$ cat config.mk
export PLATFORM = sky130hd
export DESIGN_NAME = time_set_buttons_flat
export DESIGN_NICKNAME = d
export VERILOG_FILES = /design/src/rtl/time_set_buttons_if.sv /design/src/rtl/time_set_buttons.sv /design/src/flat_wrapper.sv
export SDC_FILE = /design/constraint.sdc
export NUM_CORES = 1
export LEC_CHECK = 0
export BUFFER_PORTS_ARGS = -buffer_cell sky130_fd_sc_hd__buf_2
export CORE_MARGIN = 2
export CORE_UTILIZATION = 33
export DETAILED_ROUTE_END_ITERATION = 7
export SYNTH_ARGS = -nofsm -noshare
export SYNTH_HDL_FRONTEND = slang
export SYNTH_SLANG_ARGS = --single-unit
$ cat constraint.sdc
create_clock -name clk -period 1.9 [get_ports clk]
set_input_delay 0.095 -clock clk [delete_from_list [all_inputs] [get_ports clk]]
set_output_delay 0.095 -clock clk [all_outputs]
set_load 0.05 [all_outputs]
$ cat src/rtl/time_set_buttons_if.sv
// Button-side bus of the time-set front end: raw buttons and set-mode in,
// clean increment/decrement pulses and debounced levels out.
interface time_set_buttons_if;
  logic [3:0] btn_raw;    // [0]=min_inc [1]=min_dec [2]=hour_inc [3]=hour_dec
  logic       set_mode;
  logic       min_inc;
  logic       min_dec;
  logic       hour_inc;
  logic       hour_dec;
  logic [3:0] btn_level;

  // Stimulus / upstream side
  modport master (
    output btn_raw,
    output set_mode,
    input  min_inc,
    input  min_dec,
    input  hour_inc,
    input  hour_dec,
    input  btn_level
  );

  // Conditioner side
  modport slave (
    input  btn_raw,
    input  set_mode,
    output min_inc,
    output min_dec,
    output hour_inc,
    output hour_dec,
    output btn_level
  );
endinterface

$ cat src/rtl/time_set_buttons.sv
// Time-set pushbutton conditioner: 2-flop synchroniser, per-button debounce,
// press pulse (optionally with hold-to-repeat), pair conflict suppression
// and set_mode gating. All outputs are registered.
// Optional feature macro: TIME_SET_AUTO_REPEAT_EN. When defined, a held
// button repeats after REPEAT_DELAY_CYC and then every REPEAT_PERIOD_CYC;
// when undefined, each accepted press yields exactly one pulse.
module time_set_buttons #(
  parameter int DEBOUNCE_CYC      = 655,
  parameter int REPEAT_DELAY_CYC  = 16384,
  parameter int REPEAT_PERIOD_CYC = 4096
) (
  input  logic              clk,
  input  logic              reset,
  time_set_buttons_if.slave bus
);

  localparam int DB_W = (DEBOUNCE_CYC > 1) ? $clog2(DEBOUNCE_CYC) : 1;
`ifdef TIME_SET_AUTO_REPEAT_EN
  localparam int RPT_MAX = (REPEAT_DELAY_CYC > REPEAT_PERIOD_CYC) ?
                           REPEAT_DELAY_CYC : REPEAT_PERIOD_CYC;
  localparam int RPT_W   = (RPT_MAX > 1) ? $clog2(RPT_MAX) : 1;
`endif

  // Zero-length intervals would make the terminal counts meaningless.
  if (DEBOUNCE_CYC < 1 || REPEAT_DELAY_CYC < 1 || REPEAT_PERIOD_CYC < 1) begin : g_param_check
    $error("time_set_buttons: cycle-count parameters must be >= 1");
  end

  typedef enum logic [1:0] {
    IDLE   = 2'd0,
    HOLD   = 2'd1,
    REPEAT = 2'd2
  } state_t;

  logic [3:0] sync1_reg;
  logic [3:0] sync2_reg;
  logic [3:0] level_vec;
  logic [3:0] level_dly_reg;
  logic [3:0] level_rise;
  logic [3:0] pulse_vec;
  logic       set_mode;

  assign set_mode = bus.set_mode;

  // Two-flop synchroniser for the asynchronous raw buttons
  always_ff @(posedge clk) begin
    if (reset) begin
      sync1_reg <= '0;
      sync2_reg <= '0;
    end else begin
      sync1_reg <= bus.btn_raw;
      sync2_reg <= sync1_reg;
    end
  end

  // Previous debounced level, for rising-edge detection
  always_ff @(posedge clk) begin
    if (reset) begin
      level_dly_reg <= '0;
    end else begin
      level_dly_reg <= level_vec;
    end
  end

  // A press is only a fresh 0->1 of the debounced level; a button already
  // held when set_mode rises therefore never produces a pulse.
  assign level_rise = level_vec & ~level_dly_reg;

  genvar gi;
  generate
    for (gi = 0; gi < 4; gi++) begin : g_btn
      logic            level_reg;
      logic [DB_W-1:0] db_cnt_reg;
      state_t          state_reg;
      state_t          state_next;
      logic            fire;
      logic            conflict;
      logic            pulse_reg;
`ifdef TIME_SET_AUTO_REPEAT_EN
      logic [RPT_W-1:0] rpt_cnt_reg;
      logic [RPT_W-1:0] rpt_cnt_next;
      logic             delay_done;
      logic             period_done;

      assign delay_done  = (rpt_cnt_reg == RPT_W'(REPEAT_DELAY_CYC - 1));
      assign period_done = (rpt_cnt_reg == RPT_W'(REPEAT_PERIOD_CYC - 1));
`endif

      // Debounce: accept a new level after DEBOUNCE_CYC consecutive differing samples
      always_ff @(posedge clk) begin
        if (reset) begin
          level_reg  <= 1'b0;
          db_cnt_reg <= '0;
        end else if (sync2_reg[gi] == level_reg) begin
          db_cnt_reg <= '0;
        end else if (db_cnt_reg == DB_W'(DEBOUNCE_CYC - 1)) begin
          level_reg  <= sync2_reg[gi];
          db_cnt_reg <= '0;
        end else begin
          db_cnt_reg <= db_cnt_reg + DB_W'(1);
        end
      end

      assign level_vec[gi] = level_reg;

      // FSM state register (and repeat counter when auto-repeat is built in)
      always_ff @(posedge clk) begin
        if (reset) begin
          state_reg   <= IDLE;
`ifdef TIME_SET_AUTO_REPEAT_EN
          rpt_cnt_reg <= '0;
`endif
        end else begin
          state_reg   <= state_next;
`ifdef TIME_SET_AUTO_REPEAT_EN
          rpt_cnt_reg <= rpt_cnt_next;
`endif
        end
      end

`ifdef TIME_SET_AUTO_REPEAT_EN
      // Next state: release always wins over a same-cycle terminal count
      always_comb begin
        state_next   = state_reg;
        rpt_cnt_next = rpt_cnt_reg;
        if (!set_mode) begin
          state_next   = IDLE;
          rpt_cnt_next = '0;
        end else begin
          case (state_reg)
            IDLE: begin
              if (level_rise[gi]) begin
                state_next   = HOLD;
                rpt_cnt_next = '0;
              end
            end
            HOLD: begin
              if (!level_reg) begin
                state_next   = IDLE;
                rpt_cnt_next = '0;
              end else if (delay_done) begin
                state_next   = REPEAT;
                rpt_cnt_next = '0;
              end else begin
                rpt_cnt_next = rpt_cnt_reg + RPT_W'(1);
              end
            end
            REPEAT: begin
              if (!level_reg) begin
                state_next   = IDLE;
                rpt_cnt_next = '0;
              end else if (period_done) begin
                rpt_cnt_next = '0;
              end else begin
                rpt_cnt_next = rpt_cnt_reg + RPT_W'(1);
              end
            end
            default: begin
              state_next   = IDLE;
              rpt_cnt_next = '0;
            end
          endcase
        end
      end
`else
      // Next state: single pulse per press, HOLD lasts until release
      always_comb begin
        state_next = state_reg;
        if (!set_mode) begin
          state_next = IDLE;
        end else begin
          case (state_reg)
            IDLE:    if (level_rise[gi]) state_next = HOLD;
            HOLD:    if (!level_reg) state_next = IDLE;
            default: state_next = IDLE;
          endcase
        end
      end
`endif

      // Output decode: which transitions emit a pulse
      always_comb begin
        fire = 1'b0;
        if (set_mode) begin
          case (state_reg)
            IDLE:    fire = level_rise[gi];
`ifdef TIME_SET_AUTO_REPEAT_EN
            HOLD:    fire = level_reg & delay_done;
            REPEAT:  fire = level_reg & period_done;
`endif
            default: fire = 1'b0;
          endcase
        end
      end

      // Both members of a pair held means the user intent is ambiguous
      assign conflict = level_vec[gi] & level_vec[gi ^ 1];

      // Registered one-cycle output pulse
      always_ff @(posedge clk) begin
        if (reset) begin
          pulse_reg <= 1'b0;
        end else begin
          pulse_reg <= fire & ~conflict;
        end
      end

      assign pulse_vec[gi] = pulse_reg;
    end
  endgenerate

  assign bus.min_inc   = pulse_vec[0];
  assign bus.min_dec   = pulse_vec[1];
  assign bus.hour_inc  = pulse_vec[2];
  assign bus.hour_dec  = pulse_vec[3];
  assign bus.btn_level = level_vec;

endmodule

$ cat src/flat_wrapper.sv
// flat-port wrapper written by rule: the top's interface ports become plain ports
module time_set_buttons_flat 
#(
  parameter int DEBOUNCE_CYC      = 655,
  parameter int REPEAT_DELAY_CYC  = 16384,
  parameter int REPEAT_PERIOD_CYC = 4096
)
  (clk, reset, bus_btn_raw, bus_set_mode, bus_min_inc, bus_min_dec, bus_hour_inc, bus_hour_dec, bus_btn_level);
  time_set_buttons_if bus_i ();
  input  logic clk;
  input  logic reset;
  input wire logic [$bits(bus_i.btn_raw)-1:0] bus_btn_raw;
  input wire logic [$bits(bus_i.set_mode)-1:0] bus_set_mode;
  output wire logic [$bits(bus_i.min_inc)-1:0] bus_min_inc;
  output wire logic [$bits(bus_i.min_dec)-1:0] bus_min_dec;
  output wire logic [$bits(bus_i.hour_inc)-1:0] bus_hour_inc;
  output wire logic [$bits(bus_i.hour_dec)-1:0] bus_hour_dec;
  output wire logic [$bits(bus_i.btn_level)-1:0] bus_btn_level;
  assign bus_i.btn_raw = bus_btn_raw;
  assign bus_i.set_mode = bus_set_mode;
  assign bus_min_inc = bus_i.min_inc;
  assign bus_min_dec = bus_i.min_dec;
  assign bus_hour_inc = bus_i.hour_inc;
  assign bus_hour_dec = bus_i.hour_dec;
  assign bus_btn_level = bus_i.btn_level;
  time_set_buttons #(.DEBOUNCE_CYC(DEBOUNCE_CYC), .REPEAT_DELAY_CYC(REPEAT_DELAY_CYC), .REPEAT_PERIOD_CYC(REPEAT_PERIOD_CYC)) u_core (.clk(clk), .reset(reset), .bus(bus_i));
endmodule
==> results by group <==
Run status
  • Run status: finished, final reports clean

Floorplanning
  • I/O pin total: 15
  • Die ar.: 9110 um^2
  • Initial core utilization: roughly a third
  • Num rows: 33
  • Die Span Y: 95.5 um
  • CORE AREA: 8180 um^2
  • Die X: 95.5 um

Clock network
  • CTS Root Cell: clkbuf_8
  • Post-cts resize count: 0
  • CTS tree: built
  • Max Root-Sink Buffers: 2
  • Clk_lat worst skew: 0.35 ns
  • Clock sink total: 64
  • Post-CTS setup buffer count: 0
  • Hold buffers post-CTS: 4
  • CTS clk-pin slew, worst paths: ~0.070 ns
  • H-tree levels: 3
  • Total CTS buffers: 9

Place
  • Gpl congestion: approximately 0.8
  • Port bufs: 14
  • Dpl hpwl: roughly 3300 um

Pwr
  • Power Dens Cells: 865 nW/um^2
  • P_leak: 1.09 nW
  • Design Power: 0.00275 W
  • Peak supply drop: approximately 370 uV

STA
  • Final min period: 1.71 ns
  • Final Hold Fails: 0
  • Setup TNS Final: 0 ns
  • Maximum clock rate: 0.587 GHz
  • Clk_skew: 0.0117 ns
  • Max Slew Vio Count: 0
  • Setup violators final: 0
  • Worst-Margin Slew: 0.499 ns
  • Final period utilization: 89.7%
  • Relative slew slack: roughly 66%
  • RSZ-0062 raised after global routing: false

Synth
  • Flops & latches, synth: 64
  • Leading area contributor after synthesis: dfxtp_1
  • Post-synthesis xor/xnor area fraction: 5.08%
  • Main combinational cell family by area after synthesis: simple AND/OR/NAND/NOR gates
  • Netlist cell types: 34
  • Synth Area in Compound Gates: 10.2%
  • Syn nets: between 200 and 300
  • Mapped cell area: roughly 2800 um^2
  • Adder-Cell Fraction of Synth Area: about 3.6%
  • Syn Area/Cell: between 10 and 15 um^2
  • Sequential area share after synthesis: a little under half
  • Top cells by area, synth: dfxtp_1 (46%), a211oi_1 (4.4%), xor2_1 (3.8%), ha_1 (3.6%), nand3_1 (3.6%)
  • Synth Area in Simple Gates: 29.2%
  • Post-synthesis mux area share: under 10%
  • Synth Warn #: 0
  • Post-synthesis cell count: roughly 280
  • Share of the synthesized area in the top cell type: 46.4%

Worst setup path
  • Critical path arrival: 1.94 ns
  • Critical path required time: between 2 and 2.5 ns
  • Crit. End Element: flop
  • Critical path type: flop to flop
  • Critical path startpoint category: flop
  • Largest fanout on the critical path: 6

GRT
  • GRT overflow: 0
  • Largest net degree at the start of global routing: 22
  • Initial antenna violation count: 0
  • First-pass GRT wire length: between 8000 and 9000 um
  • GRT Util Overall: 12.3%
  • Number of global-route vias before repair: 1858

Detailed routing
  • DR DRC count: 0
  • Routed WL per cell: 12.2 um
  • Post-DR vias/cell: 4.94
  • DRT Wirelength: 4950 um
  • Initial drt markers: 43
  • Drt pass-1 iters: 4
  • DRT antenna net count: 0
  • Vias: 1995

Finish
  • Fillers: 800
  • Max reg flops: 40
  • N_diodes: 0
  • Share of cells above drive strength 1: 17.4%
  • Area Overhead vs Synth: 15.2%
  • Most frequent cells in the layout: dfxtp_1 (64), nand3_1 (20), nor3_1 (20)
  • Final net count: 309
  • Fin util: 38.9%
  • Commonest non-fill, non-tap cell in the layout: dfxtp_1

Run
  • Max cap viols: 0

Worst hold path
  • HP Class: primary input to flop
[worst max-delay path, cell delays in order, from the launching register on]
cell	delay, ns
dfxtp_1	0.43
ha_1	0.17
nor3b_1	0.16
nor4bb_1	0.44
mux2_2	0.40
[path summary, 6_finish.rpt]
kind / from / end / slack [ns] / depth (start not counted)
worst min register to register: u_core.g_btn[1].state_reg[0] / u_core.bus.min_dec / 0.42 / 1
worst max register to register: u_core.g_btn[2].db_cnt_reg[1] / u_core.g_btn[2].level_reg / 0.19 / 4
worst max-delay path: u_core.g_btn[2].db_cnt_reg[1] / u_core.g_btn[2].level_reg / 0.19 / 4
worst min-delay path: bus_set_mode / u_core.g_btn[1].state_reg[0] / 0.05 / 2
[area by class of cell]
type	instances	area, um^2	area share (%)
repair buffers	21	133	4.17
clock inverters	4	76.3	2.40
flip-flops and latches	64	1280	40.3
well taps	105	131	4.13
inverters	8	30.0	0.944
multi-input cells	190	1370	43.2
clock buffers	12	155	4.88
[cell usage after synthesis]
master    count
ha_1          8
or3_2         2
buf_2         3
and4bb_2      1
or4_4         3
clkbuf_1      5
nand2b_1     13
or3_1        13
nor2b_1      16
nand4_4       3
nor4bb_1      1
mux2_2        4
o21ai_0      15
nor3_1       20
nand3b_1      1
o31ai_1       5
inv_1         8
nor3b_1       2
xnor2_1       4
nand2_1       9
buf_1         1
dfxtp_1      64
xor2_1       12
and3_1        4
or4_1         2
buf_4         5
nand4b_1      4
nand4_2       1
nand3_1      20
nor4_1        5
a211oi_2      4
nor4b_4       1
a211oi_1     16
or3b_2        1
[stage by stage]
step           hold slack (ns)  setup WS (ns)  area, um^2  std cells
2_1_floorplan            0.223          0.389        2760        276
3_3_place_gp             0.314          0.331        2910        384
3_5_place_dp             0.314          0.289        2910        384
4_1_cts                 0.0365          0.180        3180        404
5_1_grt                 0.0451         0.0825        3180        404
6_report                0.0488          0.195        3180        404
[power breakdown]
part / internal, W / switching (W)
combinational: 0.0000206 / 0.0000227
clock: 0.000813 / 0.000536
sequential: 0.00135 / 0.00000648
total: 0.00218 / 0.000565
[kinds of logic (layout without fill, tap and decap cells)]
logic type	Yosys count	count (layout)
mux	4	4
buf+inv	22	45
xor+xnor	16	16
flops	64	64
fa+ha+maj	8	8
simple gates	122	122
compound gates	40	40
[metal layers]
layer	global-route usage, %	vias to the layer above	part of all wire (%)
met2	17.5	26	41
met4	7.50	0	3.0
met5	0	-	0
li1	-	1043	-
met1	16.2	915	52
met3	3.56	11	3.9
(Power assumes the default switching activity.)
